$ cat config.mk
export PLATFORM = sky130hd
export DESIGN_NAME = configs_loader
export DESIGN_NICKNAME = d
export VERILOG_FILES = /design/src/rtl/configs_loader.sv
export SDC_FILE = /design/constraint.sdc
export NUM_CORES = 1
export LEC_CHECK = 0
export CORE_MARGIN = 10
export CORE_UTILIZATION = 55
export CTS_CLUSTER_DIAMETER = 100
export CTS_CLUSTER_SIZE = 40
export DETAILED_ROUTE_END_ITERATION = 7
export PLACE_DENSITY = 0.85
export SYNTH_ARGS = -nofsm -noshare
export SYNTH_HDL_FRONTEND = slang
export SYNTH_SLANG_ARGS = --single-unit
$ cat constraint.sdc
create_clock -name clk -period 3.5 [get_ports clk]
set_clock_uncertainty 0.1 [all_clocks]
set_input_delay 0.875 -clock clk [delete_from_list [all_inputs] [get_ports clk]]
set_output_delay 0.875 -clock clk [all_outputs]
set_load 0.02 [all_outputs]
$ cat src/rtl/configs_loader.sv
// Write-side controller for the configuration latch array: takes 32-bit words over
// valid/ready, drives each onto the latch bus with setup/strobe/hold, then checks an XOR trailer.
module configs_loader #(
  parameter int unsigned WIDTH         = 32,
  parameter int unsigned WORDS         = 24,
  parameter int unsigned STROBE_CYCLES = 1
) (
  input  logic             clk,
  input  logic             reset,
  input  logic             io_start,
  input  logic             io_cfg_valid,
  input  logic [WIDTH-1:0] io_cfg_data,
  output logic             io_cfg_ready,
  output logic [WIDTH-1:0] io_d_in,
  output logic [WORDS-1:0] io_configs_en,
  output logic             io_busy,
  output logic             io_done,
  output logic             io_error
);

  localparam int unsigned IDX_W = (WORDS > 1) ? $clog2(WORDS) : 1;
  localparam int unsigned CNT_W = 4;

  localparam logic [IDX_W-1:0] LAST_IDX  = IDX_W'(WORDS - 1);
  localparam logic [CNT_W-1:0] STRB_LAST = CNT_W'(STROBE_CYCLES - 1);

  typedef enum logic [2:0] {
    ST_IDLE,
    ST_WAIT_WORD,
    ST_SETUP,
    ST_STROBE,
    ST_HOLD,
    ST_CHECK
  } state_t;

  state_t             r_state;
  logic [IDX_W-1:0]   r_idx;
  logic [CNT_W-1:0]   r_strb_cnt;
  logic [WIDTH-1:0]   r_xor;
  logic [WIDTH-1:0]   r_d_in;
  logic [WORDS-1:0]   r_en;
  logic               r_ready;
  logic               r_busy;
  logic               r_done;
  logic               r_error;

  logic               w_accept;
  logic [WORDS-1:0]   w_en_onehot;

  assign w_accept    = r_ready & io_cfg_valid;
  assign w_en_onehot = WORDS'(1) << r_idx;

  // Single-process FSM; every output is a register updated on the transition into its state.
  always_ff @(posedge clk) begin
    if (!reset) begin
      r_state    <= ST_IDLE;
      r_idx      <= '0;
      r_strb_cnt <= '0;
      r_xor      <= '0;
      r_d_in     <= '0;
      r_en       <= '0;
      r_ready    <= 1'b0;
      r_busy     <= 1'b0;
      r_done     <= 1'b0;
      r_error    <= 1'b0;
    end else begin
      case (r_state)
        ST_IDLE: begin
          if (io_start) begin
            r_state <= ST_WAIT_WORD;
            r_idx   <= '0;
            r_xor   <= '0;
            r_done  <= 1'b0;
            r_error <= 1'b0;
            r_busy  <= 1'b1;
            r_ready <= 1'b1;
          end
        end

        ST_WAIT_WORD: begin
          if (w_accept) begin
            r_d_in  <= io_cfg_data;
            r_xor   <= r_xor ^ io_cfg_data;
            r_ready <= 1'b0;
            r_state <= ST_SETUP;
          end
        end

        ST_SETUP: begin
          r_en       <= w_en_onehot;
          r_strb_cnt <= '0;
          r_state    <= ST_STROBE;
        end

        ST_STROBE: begin
          if (r_strb_cnt == STRB_LAST) begin
            r_en    <= '0;
            r_state <= ST_HOLD;
          end else begin
            r_strb_cnt <= r_strb_cnt + CNT_W'(1);
          end
        end

        // Ready is raised here so it is visible in the first WAIT_WORD/CHECK cycle.
        ST_HOLD: begin
          r_ready <= 1'b1;
          if (r_idx == LAST_IDX) begin
            r_state <= ST_CHECK;
          end else begin
            r_idx   <= r_idx + IDX_W'(1);
            r_state <= ST_WAIT_WORD;
          end
        end

        // Trailer only compared, never driven onto the latch bus.
        ST_CHECK: begin
          if (w_accept) begin
            r_done  <= 1'b1;
            r_error <= (io_cfg_data != r_xor);
            r_busy  <= 1'b0;
            r_ready <= 1'b0;
            r_state <= ST_IDLE;
          end
        end

        default: begin
          r_state <= ST_IDLE;
          r_en    <= '0;
          r_ready <= 1'b0;
          r_busy  <= 1'b0;
        end
      endcase
    end
  end

  assign io_cfg_ready  = r_ready;
  assign io_d_in       = r_d_in;
  assign io_configs_en = r_en;
  assign io_busy       = r_busy;
  assign io_done       = r_done;
  assign io_error      = r_error;

endmodule

==> impl_results.md <==
* Post-synth EDFFs at 0
* Tcrit/Tclk final at approximately 71%
* Worst skew pair latency at 0.37 ns
* Via count at between 4,000 and 5,000
* Syn Inst Count at ~590
* Post-route antenna net violation count at 0
* Post-CTS Hold Fix Bufs at 0
* DP HPWL at around 8700 um
* Largest net degree at the start of global routing at 62
* Synthesized cell area at ~0.0046 mm2
* Die Area at 0.01239 mm2
* FFs w/ async S/R, synth at 0%
* Leakage at around 0.0020 uW
* Arr. time, crit path at about 2.7 ns
* CP Launch Type: input port
* I/O Pins at between 90 and 100
* Pre-Repair DR Iteration Count at 5
* Utilization after layout at 71.18%
* Post-CTS Setup Inserts at 0
* First-pass GRT wire length at between 20,000 and 25,000 um
* Layout cells sized above 1 at 4.620%
* Fin. Hold Viols at 0
* Post-synthesis compound-gate area fraction at 21.01%
* Root cell of the clock tree: clkbuf_8
* Sequential area share after synthesis at between 40% and 50%
* Final Slew Violations at 0
* Peak supply drop at ~0.30 mV
* Adder-Cell Fraction of Synth Area at around 2.2%
* Synth Net Count at approximately 630
* Die height at 111.3 um
* Power Density at between 400 and 500 mW/mm2
* RSZ-0062 raised after global routing: no
* Crit Path Class: in2reg
* Pre-CTS WS at approximately 0.67 ns
* Worst-margin pin slew at around 0.78 ns
* Std cell rows at 33
* CTS tree: yes
* Critical Path Start: io_cfg_data[23]
* Vias in the first global route at ~4,100
* Critical Path RT at between 3 and 4 ns
* H-tree depth at 3
* Core Region at 0.008175 mm2
* Maximum root-to-sink buffer count at 2
* Fmax at between 400 and 500 MHz
* Final cell count without fillers at slightly below 800
* Final setup fails at 0
* Sink Count at between 100 and 150
* Critical-path maximum fanout at 4
* Max_cap viols at 0
* Post-synthesis xor/xnor area fraction at 2.101%
* Hold Path Class: reg2reg
* Yosys reg bits at 104
* Inserted Diodes at 0
* Ys Warns at 0
* Fin crit period at 2.483 ns
* Post-cts resize count at 0
* Nets at 710
* Cells after DPL at 760
* Vias per cell at roughly 5.7
* Simple-gate share of the synthesized area at a little under a quarter
* DRC viols at 0
* Number of library cell types mapped by synthesis at 44
* Setup_tns at 0 ns
* Final worst slack at between 1 and 1.5 ns
* Initial antenna violation count at 0
* Horiz. Die Dim at 111.3 um
* Post-Syn Area per Cell at between 7 and 8 um2
* Clock transition at path regs at 0.11 ns
* Input/output buffers at 95
* Detailed Route WL at 12,220 um
* Overall routing resource usage at roughly a fifth
* Mux share of post-synthesis cell area at 0%
* Drt first-iter violations at approximately 320
* Gr ovfl total at 0
* Top FF cell, synth: dfxtp_1
* DR WL/cell at approximately 16 um
* Worst relative slew slack at 48.05%
* Num CTS Buffers at 9
* Worst hold path startpoint: io_d_in[8]
* Status: complete, no violations
* Final Power at roughly 2500 uW
* Worst r2r src: r_state[1]
* RePlAce Congestion at 0.8898
* Initial Util at between 50% and 60%
* Crit. End Element: flip-flop
* Synthesis-to-finish area growth at 26.90%
* Largest family of logic cells by synthesized area: simple AND/OR/NAND/NOR gates
[per-stage QoR]
| stage | area [um2] | hold slack, ns |
|---|---|---|
| 2_1_floorplan | 4586 | 0.3587 |
| 3_3_place_gp | 5607 | 0.3343 |
| 3_5_place_dp | 5607 | 0.3457 |
| 4_1_cts | 5819 | 0.3602 |
| 5_1_grt | 5819 | 0.3763 |
| 6_report | 5819 | 0.3594 |
[sequential cells by signal, summed over array words and instances (netlist names)]
signal and count:
io_done 1, r_state 3, r_xor 32, r_strb_cnt 4
io_cfg_ready 1, io_busy 1, io_error 1, r_idx 5
io_d_in 32, io_configs_en 24
[worst paths after layout]
| check | to | slack (ns) | cells after the start |
|---|---|---|---|
| setup / recovery | io_error | 1.02 | 6 |
| hold / removal | io_d_in[8] | 0.36 | 2 |
| setup reg to reg | r_xor[22] | 1.21 | 7 |
| hold reg to reg | io_d_in[8] | 0.36 | 2 |
[where the power goes]
group	internal, uW	leakage, uW	total, uW	switching (uW)
clock network	362	0.000105	800	438
logic	157	0.00106	444	287
registers	1220	0.000839	1260	47.0
[cells by family after synthesis]
family / Yosys count
flops: 104
compound gates: 161
fa+ha+maj: 8
xor+xnor: 11
simple gates: 238
buf+inv: 63
[area by class of cell]
class	instances	area [um2]
Fill cell	653	2356
Clock inverter	6	75.07
Inverter	31	116.4
Multi-Input combinational cell	418	2261
Timing Repair Buffer	102	1016
Clock buffer	10	137.6
Sequential cell	104	2082
Tap cell	105	131.4
[synthesized netlist by cell type (all sizes together), types with 2 or more instances]
library cell    n  area [um2]
o22ai           8       50.05
nand3           4       20.02
nor2           74       277.8
inv            29       108.9
a21o            2       15.01
a2111oi         6       71.32
or3             3       18.77
nand4           6       37.54
clkinv          2       7.510
buf            10       50.05
o21ai          34       170.2
a32oi           9       78.83
ha              8       100.1
a22oi          15       112.6
clkbuf         22       82.58
nand3b          8       60.06
dfxtp         104        2082
nor2b          26       162.7
a31oi           3       18.77
nor3            5       35.03
xor2           10       87.58
a21oi          76       380.4
nor3b           3       32.53
nand2          99       371.6
nor4            4       25.02
[placed cells by master, fill, tap and decap left out, drive strengths merged, types with 2 or more instances in the layout]
| cell type | instances |
|---|---|
| clkinv | 2 |
| ha | 8 |
| inv | 33 |
| a31oi | 3 |
| a32oi | 9 |
| o21ai | 34 |
| nor4 | 4 |
| nand2 | 99 |
| xor2 | 10 |
| nor2 | 74 |
| nor3b | 3 |
| clkbuf | 10 |
| buf | 7 |
| o22ai | 8 |
| a21o | 2 |
| nand3 | 4 |
| a2111oi | 6 |
| a22oi | 15 |
| nor3 | 5 |
| or3 | 3 |
| a21oi | 76 |
| nand3b | 8 |
| clkdlybuf4s50 | 95 |
| nor2b | 26 |
| nand4 | 6 |
| dfxtp | 104 |
[critical path, stage by stage]
cell	delay, ns
clkdlybuf4s50_1	0.49
nor2b_1	0.19
a2111oi_0	0.44
and4_1	0.27
nand4_1	0.10
o31a_1	0.30
[metal layers]
metal	part of all wire, %	global-route usage (%)	vias up
li1	-	-	2161
met1	45	24.82	2069
met2	47	29.97	150
met3	6.5	4.924	18
met4	1.5	5.998	0
met5	0	0	-
No activity file was read; power rests on OpenSTA's default activity.
